`config.mk`:
```
export PLATFORM = sky130hd
export DESIGN_NAME = cpu_controller
export DESIGN_NICKNAME = d
export VERILOG_FILES = /design/src/rtl/cpu_controller.sv
export SDC_FILE = /design/constraint.sdc
export NUM_CORES = 1
export LEC_CHECK = 0
export CORE_MARGIN = 2
export CORE_UTILIZATION = 50
export CTS_CLUSTER_DIAMETER = 200
export DETAILED_ROUTE_END_ITERATION = 16
export GPL_TIMING_DRIVEN = 0
export PLACE_DENSITY = 0.79
export SLEW_MARGIN = 20
export SYNTH_ARGS = -nofsm -noshare
export SYNTH_HDL_FRONTEND = slang
export SYNTH_SLANG_ARGS = --single-unit
```
`constraint.sdc`:
```
create_clock -name clk -period 2.9 [get_ports clk]
set_input_delay 0.58 -clock clk [delete_from_list [all_inputs] [get_ports clk]]
set_output_delay 0.58 -clock clk [all_outputs]
set_load 0.02 [all_outputs]
```
`src/rtl/cpu_controller.sv`:
```
// cpu_controller -- instruction-cycle sequencer for the Simple RISC Machine.
//
// Walks every instruction through fetch (IF1/IF2), PC update (UPD), decode
// (DEC) and the instruction-specific execute/write-back states, and drives
// every strobe consumed by the datapath, PC, IR, address register and RAM.
//
// Ports
//   clk        rising-edge clock
//   reset      synchronous active-low reset; forces state RST
//   opcode,op  IR[15:13], IR[12:11] (stable from IF2 onwards)
//   load_pc, reset_pc      PC load enable / next-PC select (1 = 0, 0 = PC+1)
//   addr_sel               memory address mux (1 = PC, 0 = data address)
//   mem_cmd                00 none, 01 read, 10 write
//   load_ir, load_addr     IR / data address register enables
//   nsel                   one-hot register select (001 Rn, 010 Rd, 100 Rm)
//   vsel                   write-back source (00 C, 01 PC, 10 sximm8, 11 mdata)
//   loada/b/c, loads       datapath register enables
//   asel, bsel             A operand = 0 / B operand = sximm5
//   write                  register-file write enable
//   halted                 high while in HALT
module cpu_controller (
   input  logic       clk,
   input  logic       reset,
   input  logic [2:0] opcode,
   input  logic [1:0] op,
   output logic       load_pc,
   output logic       reset_pc,
   output logic       addr_sel,
   output logic [1:0] mem_cmd,
   output logic       load_ir,
   output logic       load_addr,
   output logic [2:0] nsel,
   output logic [1:0] vsel,
   output logic       loada,
   output logic       loadb,
   output logic       loadc,
   output logic       loads,
   output logic       asel,
   output logic       bsel,
   output logic       write,
   output logic       halted
);

   // CALC is split three ways (plain, A=0, flags-only) so that every
   // output is a pure function of the state register.
   typedef enum logic [4:0] {
      S_RST, S_IF1, S_IF2, S_UPD, S_DEC, S_WIMM, S_GA, S_GB,
      S_CALC, S_CALC_A, S_CALC_S, S_WREG, S_CADDR, S_LADDR,
      S_RD1, S_RD2, S_GRD, S_STC, S_MWR, S_HALT
   } state_t;

   typedef struct packed {
      logic       load_pc;
      logic       reset_pc;
      logic       addr_sel;
      logic [1:0] mem_cmd;
      logic       load_ir;
      logic       load_addr;
      logic [2:0] nsel;
      logic [1:0] vsel;
      logic       loada;
      logic       loadb;
      logic       loadc;
      logic       loads;
      logic       asel;
      logic       bsel;
      logic       write;
      logic       halted;
   } ctl_t;

   localparam logic [1:0] MEM_RD = 2'b01;
   localparam logic [1:0] MEM_WR = 2'b10;
   localparam logic [2:0] NS_RN  = 3'b001;
   localparam logic [2:0] NS_RD  = 3'b010;
   localparam logic [2:0] NS_RM  = 3'b100;

   state_t state, nxt;
   ctl_t   ctl, ctl_nxt;

   wire [4:0] code  = {opcode, op};
   wire       is_ls = (code == 5'b011_00) || (code == 5'b100_00);

   function automatic ctl_t outs(input state_t s);
      ctl_t c;
      c = '0;
      case (s)
         S_RST:    begin c.reset_pc = 1'b1; c.load_pc = 1'b1; end
         S_IF1:    begin c.addr_sel = 1'b1; c.mem_cmd = MEM_RD; end
         S_IF2:    begin c.addr_sel = 1'b1; c.mem_cmd = MEM_RD; c.load_ir = 1'b1; end
         S_UPD:    c.load_pc = 1'b1;
         S_WIMM:   begin c.nsel = NS_RN; c.vsel = 2'b10; c.write = 1'b1; end
         S_GA:     begin c.nsel = NS_RN; c.loada = 1'b1; end
         S_GB:     begin c.nsel = NS_RM; c.loadb = 1'b1; end
         S_CALC:   c.loadc = 1'b1;
         S_CALC_A: begin c.loadc = 1'b1; c.asel = 1'b1; end
         S_CALC_S: c.loads = 1'b1;
         S_WREG:   begin c.nsel = NS_RD; c.vsel = 2'b00; c.write = 1'b1; end
         S_CADDR:  begin c.bsel = 1'b1; c.loadc = 1'b1; end
         S_LADDR:  c.load_addr = 1'b1;
         S_RD1:    c.mem_cmd = MEM_RD;
         S_RD2:    begin c.mem_cmd = MEM_RD; c.nsel = NS_RD; c.vsel = 2'b11; c.write = 1'b1; end
         S_GRD:    begin c.nsel = NS_RD; c.loadb = 1'b1; end
         S_STC:    begin c.asel = 1'b1; c.loadc = 1'b1; end
         S_MWR:    c.mem_cmd = MEM_WR;
         S_HALT:   c.halted = 1'b1;
         default:  c = '0;
      endcase
      return c;
   endfunction

   always_comb begin
      nxt = state;
      case (state)
         S_RST:  nxt = S_IF1;
         S_IF1:  nxt = S_IF2;
         S_IF2:  nxt = S_UPD;
         S_UPD:  nxt = S_DEC;
         S_DEC: begin
            casez (code)
               5'b110_10: nxt = S_WIMM;
               5'b110_00: nxt = S_GB;
               5'b101_11: nxt = S_GB;
               5'b101_??: nxt = S_GA;
               5'b011_00: nxt = S_GA;
               5'b100_00: nxt = S_GA;
               5'b111_??: nxt = S_HALT;
               default:   nxt = S_IF1;   // unknown code executes as NOP
            endcase
         end
         S_GA:   nxt = is_ls ? S_CADDR : S_GB;
         S_GB: begin
            if (code == 5'b101_01)
               nxt = S_CALC_S;
            else if (code == 5'b110_00 || code == 5'b101_11)
               nxt = S_CALC_A;
            else
               nxt = S_CALC;
         end
         S_CALC, S_CALC_A: nxt = S_WREG;
         S_CALC_S: nxt = S_IF1;
         S_WREG:   nxt = S_IF1;
         S_WIMM:   nxt = S_IF1;
         S_CADDR:  nxt = S_LADDR;
         S_LADDR:  nxt = (opcode == 3'b011) ? S_RD1 : S_GRD;
         S_RD1:    nxt = S_RD2;
         S_RD2:    nxt = S_IF1;
         S_GRD:    nxt = S_STC;
         S_STC:    nxt = S_MWR;
         S_MWR:    nxt = S_IF1;
         S_HALT:   nxt = S_HALT;
         default:  nxt = S_RST;
      endcase
   end

   assign ctl_nxt = outs(nxt);

   // Outputs are registered alongside the state so they decode from the
   // state being entered; they never see opcode/op combinationally.
   always_ff @(posedge clk) begin
      if (!reset) begin
         state <= S_RST;
         ctl   <= outs(S_RST);
      end else begin
         state <= nxt;
         ctl   <= ctl_nxt;
      end
   end

   assign load_pc   = ctl.load_pc;
   assign reset_pc  = ctl.reset_pc;
   assign addr_sel  = ctl.addr_sel;
   assign mem_cmd   = ctl.mem_cmd;
   assign load_ir   = ctl.load_ir;
   assign load_addr = ctl.load_addr;
   assign nsel      = ctl.nsel;
   assign vsel      = ctl.vsel;
   assign loada     = ctl.loada;
   assign loadb     = ctl.loadb;
   assign loadc     = ctl.loadc;
   assign loads     = ctl.loads;
   assign asel      = ctl.asel;
   assign bsel      = ctl.bsel;
   assign write     = ctl.write;
   assign halted    = ctl.halted;

endmodule

```
==> results.sh, run 1 <==
export IMPL_yosysMostFrequentCell="dfxtp_1"
export IMPL_crit_required_ps=3140
export IMPL_yosysTopAreaCell="dfxtp_1"
export IMPL_critPathLaunch="opcode[2]"
export IMPL_worstPathArrival_ps=2900
export IMPL_synth_warning_count=0
export IMPL_first_iter_violations=32
export IMPL_core_area_sq_um=2450
export IMPL_async_flop_share_pct=0
export IMPL_final_max_slew_viol_count=0
export IMPL_swShare_pct=29.7
export IMPL_dieWidth_microns=54.6
export IMPL_diodes=0
export IMPL_reg2reg_slack_ps=280
export IMPL_nets=190
export IMPL_worst_hold_slack_ps=557
export IMPL_avgRoutedWirePerCell_microns=14.8
export IMPL_critPathKind="in -> reg"
export IMPL_yosys_top_cells_area="dfxtp_1 39%, nor2_1 5.0%, nand2_1 2.9%"
export IMPL_tightest_slew_ps=570
export IMPL_slowest_stage="clkdlybuf4s50_1"
export IMPL_cts_buffers=3
export IMPL_cp_slowest_stage_delay_ps=540
export IMPL_syn_num_nets=160
export IMPL_cts_hold_fix_buffers=0
export IMPL_clk_latency_ps=310
export IMPL_drc=0
export IMPL_synth_seq_cells=25
export IMPL_min_from="reset"
export IMPL_design_die_area_sq_um=2980
export IMPL_ios=27
export IMPL_hpwl_microns=2320
export IMPL_cts_tree="built"
export IMPL_syn_inst=153
export IMPL_rsz0062_at_grt="true"
export IMPL_cts_root_buf="clkbuf_4"
export IMPL_synth_seq_area_share_pct=39.1
export IMPL_ant_nets=0
export IMPL_num_vias=1233
export IMPL_r2r_start="state[4]"
export IMPL_drive_gt1_share_pct=9.34
export IMPL_post_route_min_period_ps=2660
export IMPL_synth_cell_type_count=49
export IMPL_period_share_pct=91.7
export IMPL_p_comb_share_pct=24.7
export IMPL_total_power_w=0.000683
export IMPL_start_util_pct=52.1
export IMPL_htree_num_levels=1
export IMPL_endpoint_kind="register"
export IMPL_cp_max_fo=10
export IMPL_p_int_w=0.000480
export IMPL_design_area_sq_um=1610
export IMPL_synth_edff_count=0
export IMPL_routabilityCongestion=0.912
export IMPL_power_frac_clock_pct=21.6
export IMPL_fp_row_count=18
export IMPL_tns_ps=0
export IMPL_ys_flop_type="dfxtp_1"
export IMPL_grt_pass1_vias=1114
export IMPL_max_cap_viol_count=0
export IMPL_synth_top_area_share_pct=39.1
export IMPL_syn2layout_area_growth_pct=25.6
export IMPL_status="complete, no violations"
export IMPL_dr_pass1_iters=4
export IMPL_cellPowerDensity_nw_per_um2=425
export IMPL_wirelength_microns=3130
export IMPL_switchingPower_w=0.000203
export IMPL_fmax_ghz=0.376
export IMPL_p_seq_share_pct=53.7
export IMPL_grt_max_degree=14
export IMPL_fp_dieH_microns=54.6
export IMPL_clkSinkCount=25
export IMPL_crit_chain="clkdlybuf4s50_1, clkbuf_1, nand3b_1, o21ai_0, a32o_1, nand2b_1, or4_1, a21oi_1"
export IMPL_io_buffers=25
export IMPL_clk_pin_slew_worst_paths_ps=120
export IMPL_vias_per_cell=5.82
export IMPL_synthTopCellsByCount="25 x dfxtp_1, 17 x nor2_1, 10 x nand2_1"
export IMPL_reg2reg_to="nsel[1]"
export IMPL_grt_ovfl_total=0
export IMPL_placed_area_sq_um=1570
export IMPL_grt_pass1_wl_microns=5150
export IMPL_cts_max_path_buffers=2
export IMPL_reg2reg_depth=9
export IMPL_relSlewSlack_pct=61.7
export IMPL_min_path_type="in -> reg"
export IMPL_p_leak_nw=0.594
export IMPL_whs_path_depth=2
export IMPL_vdd_drop_max_uv=472
export IMPL_setup_viol=0
export IMPL_hold_viol_final=0
export IMPL_skew_ps=6.13
export IMPL_cp_start_kind="input port"
export IMPL_avgSynthCellArea_sq_um=8.37
export IMPL_antenna_found_initial=0
export IMPL_hold_path_end="reset_pc"
export IMPL_grt_usage_pct=23.7
export IMPL_synth_area_sq_um=1280
==> critical path: cells and delay by family <==
family / cells / cell delay (ps)
simple gates: 3 / 930
compound gates: 3 / 550
buf+inv: 2 / 850
==> kinds of logic after synthesis <==
family / Yosys count / synth area share (%)
AO/OA/AOI/OAI: 36 / 21.4
multiplexers: 1 / 0.782
buffers and inverters: 19 / 6.45
flip-flops: 25 / 39.1
XOR/XNOR: 2 / 1.37
adder cells (fa/ha/maj): 1 / 0.782
AND/OR/NAND/NOR: 69 / 30.1
==> routing by layer <==
| metal | global-route usage, % | part of all wire [%] | vias up |
|---|---|---|---|
| met5 | 0 | 0 | - |
| met4 | 7.92 | 1.1 | 0 |
| met3 | 7.10 | 5.3 | 7 |
| met2 | 34.5 | 46 | 37 |
| met1 | 33.0 | 47 | 584 |
| li1 | - | - | 605 |
==> how the worst max path moves through the flow <==
stage,end,slack (ps),cells after the start
6_report,vsel[1],240,8
5_1_grt,nsel[1],2,8
4_1_cts,nsel[1],140,7
3_5_place_dp,nsel[1],-200,7
3_3_place_gp,mem_cmd[0],-220,8
2_1_floorplan,vsel[1],580,8
==> placed cells by master, fill, tap and decap left out, types with 3 or more instances in the layout <==
cell,count
clkbuf_4,3
nand2_1,10
inv_1,8
nor2b_1,5
nand3_1,4
nor2_1,17
nand3b_1,3
buf_2,3
dfxtp_1,25
nand2b_1,5
or2_2,3
a21oi_1,5
nor3_1,4
clkbuf_1,6
o21ai_0,7
clkdlybuf4s50_1,25
o211ai_1,3
==> power groups by stage <==
stage / combinational (W) / sequential [W] / clock [W]
final: 0.000169 / 0.000367 / 0.000148
after global routing: 0.000186 / 0.000368 / 0.000165
after CTS: 0.000163 / 0.000367 / 0.000151
after detailed placement: 0.000162 / 0.000375 / 0
after global placement: 0.000161 / 0.000374 / 0
after floorplan: 0.0000914 / 0.000388 / 0
==> through the flow <==
step / setup slack (ps) / util (%) / instances
finish: 240 / 65.5 / 212
global route: 1.89 / 65.5 / 212
CTS: 139 / 64.9 / 212
detailed placement: -199 / 63.9 / 208
global placement: -224 / 63.9 / 208
floorplan: 584 / - / 153
==> registers in the layout (all words and copies together), names as in the netlist, 2 cells and up <==
register / count
state: 5
mem_cmd: 2
nsel: 3
vsel: 2
==> repair_timing <==
item,in CTS,in global routing
endpoints found under the hold margin,0,0
setup buffers,0,0
setup endpoints to repair,0,14
resized for setup,0,5
==> cell type report <==
type | count | area (sq um)
inverter | 8 | 30.0
buffer | 11 | 55.1
clock buffer | 4 | 26.3
fill | 207 | 847
sequential | 25 | 500
timing repair buffer | 25 | 250
multi-input combinational | 109 | 708
tap | 30 | 37.5
Note: power is estimated with default switching activity, not from simulation.
==> run 2: changes to the inputs <==
- CORE_MARGIN: 2 -> 10
- CORE_UTILIZATION: 50 -> 45
- PLACE_DENSITY: 0.79 -> 0.75
- SKIP_CTS_REPAIR_TIMING: not set -> 1
- clock period: 2.9 -> 2.3 ns (I/O delays scaled with it)
==> run 2 against run 1 <==
The flow now finishes with violations (setup timing). Sequential cell count unchanged. Final area up 11%. Power grew 32%. Worst hold slack worse by 71 ps. Register-to-register slack worse by 280 ps. Global-route usage decreased by 11 points. Non-clock buffer count is 7 higher. Clock power is 24% higher. Critical path depth unchanged. Worst setup slack worse by 280 ps. Critical path type unchanged.
==> results.sh, run 2 (same netlist as run 1, synthesis figures left out) <==
export IMPL_status="finished, violations left"
export IMPL_violations="setup timing"
export IMPL_tightest_slew_ps=521
export IMPL_ios=27
export IMPL_dieWidth_microns=73.3
export IMPL_p_seq_share_pct=51.1
export IMPL_hpwl_microns=2550
export IMPL_hold_viol_final=0
export IMPL_regArea_sq_um=507
export IMPL_drive_gt1_share_pct=24.9
export IMPL_diodes=0
export IMPL_largest_register_ffs=5
export IMPL_top_register="state"
export IMPL_min_path_type="in -> reg"
export IMPL_clkSinkCount=25
export IMPL_grt_pass1_vias=1152
export IMPL_grt_pass1_wl_microns=5530
export IMPL_cellPowerDensity_nw_per_um2=506
export IMPL_drc=0
export IMPL_htree_num_levels=1
export IMPL_dpl_worst_slack_ps=-653
export IMPL_start_util_pct=46.8
export IMPL_final_cell_mix="23 x clkdlybuf4s50_1, 22 x dfxtp_1, 15 x nor2_1"
export IMPL_rsz0062_at_grt="true"
export IMPL_endpoint_kind="register"
export IMPL_period_share_pct=102
export IMPL_antenna_found_initial=0
export IMPL_grt_usage_pct=12.3
export IMPL_max_cap_viol_count=0
export IMPL_routabilityCongestion=0.908
export IMPL_avgRoutedWirePerCell_microns=16.7
export IMPL_io_buffers=25
export IMPL_critPathLaunch="opcode[1]"
export IMPL_critPathKind="in -> reg"
export IMPL_crit_required_ps=2560
export IMPL_reg2reg_slack_ps=0
export IMPL_reg2reg_depth=7
export IMPL_ant_nets=0
export IMPL_post_route_min_period_ps=2340
export IMPL_clk_latency_ps=310
export IMPL_num_vias=1311
export IMPL_fp_row_count=19
export IMPL_nFillCells=212
export IMPL_endpoint="vsel[1]"
export IMPL_multi_input_area_sq_um=792
export IMPL_layout_commonest_cell="clkdlybuf4s50_1"
export IMPL_cts_max_path_buffers=2
export IMPL_vias_per_cell=5.96
export IMPL_cts_tree="built"
export IMPL_cp_start_kind="input port"
export IMPL_tns_ps=-42.9
export IMPL_skew_ps=1.94
export IMPL_r2r_start="state[4]"
export IMPL_swShare_pct=30.2
export IMPL_dr_pass1_iters=4
export IMPL_wirelength_microns=3670
export IMPL_total_power_w=0.000902
export IMPL_fmax_ghz=0.427
export IMPL_p_int_w=0.000629
export IMPL_fp_dieH_microns=73.3
export IMPL_vdd_drop_max_uv=623
export IMPL_core_area_sq_um=2730
export IMPL_first_iter_violations=109
export IMPL_final_max_slew_viol_count=0
export IMPL_setup_viol=1
export IMPL_placed_area_sq_um=1570
export IMPL_grt_ovfl_total=0
export IMPL_switchingPower_w=0.000273
export IMPL_nets=197
export IMPL_syn2layout_area_growth_pct=39.2
export IMPL_design_area_sq_um=1780
export IMPL_cp_max_fo=10
export IMPL_p_comb_share_pct=28.6
export IMPL_cts_buffers=3
export IMPL_relSlewSlack_pct=65.2
export IMPL_cts_root_buf="clkbuf_4"
export IMPL_worstPathArrival_ps=2600
export IMPL_p_leak_nw=0.692
export IMPL_clk_pin_slew_worst_paths_ps=120
export IMPL_reg2reg_to="vsel[1]"
export IMPL_fin_ws_ps=-42.9
export IMPL_grt_max_degree=15
export IMPL_design_die_area_sq_um=5380
export IMPL_power_frac_clock_pct=20.3
-- run 2: worst min path at each step --
| stage | start | end | slack (ps) | cells after the start |
|---|---|---|---|---|
| floorplan | state[4] | load_pc | 650 | 3 |
| detailed placement | state[4] | load_pc | 720 | 3 |
| CTS | reset | state[1] | 480 | 2 |
| global placement | state[4] | load_pc | 690 | 3 |
| global route | reset | reset_pc | 480 | 2 |
| finish | reset | reset_pc | 490 | 2 |
-- run 2: worst max-delay path, stage by stage --
cell and delay (ps):
clkdlybuf4s50_1 480, clkbuf_4 190, nand2b_4 150, o21ai_0 100, a32o_2 320, nand2b_2 230
or4_4 550, a21oi_2 120
-- run 2: per-layer routing --
metal	GRT usage [%]	up-vias	part of all wire [%]
met2	19.7	46	51
met1	15.6	636	41
li1	-	625	-
met4	1.86	0	0.68
met3	4.71	4	7.8
met5	0	-	0
-- run 2: power by group through the flow --
stage	registers (W)	logic, W	clock network, W
after floorplan	0.000489	0.000115	0
after global placement	0.000471	0.000202	0
after detailed placement	0.000471	0.000206	0
after CTS	0.000462	0.000206	0.000190
after global routing	0.000464	0.000278	0.000210
final	0.000461	0.000258	0.000183
-- run 2: final cells by class --
class	instances	area share, %
Inverter	8	1.69
Tap cell	31	2.18
Timing Repair Buffer	34	18.1
Multi-Input combinational cell	109	44.5
Sequential cell	25	28.4
Buffer	9	3.58
Clock inverter	1	0.281
Clock buffer	3	1.26
-- run 2: metrics by stage --
| step | util [%] | hold WS (ps) | cells |
|---|---|---|---|
| 2_1_floorplan | - | 649 | 153 |
| 3_3_place_gp | 57.4 | 691 | 209 |
| 3_5_place_dp | 57.4 | 718 | 209 |
| 4_1_cts | 58.4 | 477 | 213 |
| 5_1_grt | 65.2 | 483 | 220 |
| 6_report | 65.2 | 486 | 220 |
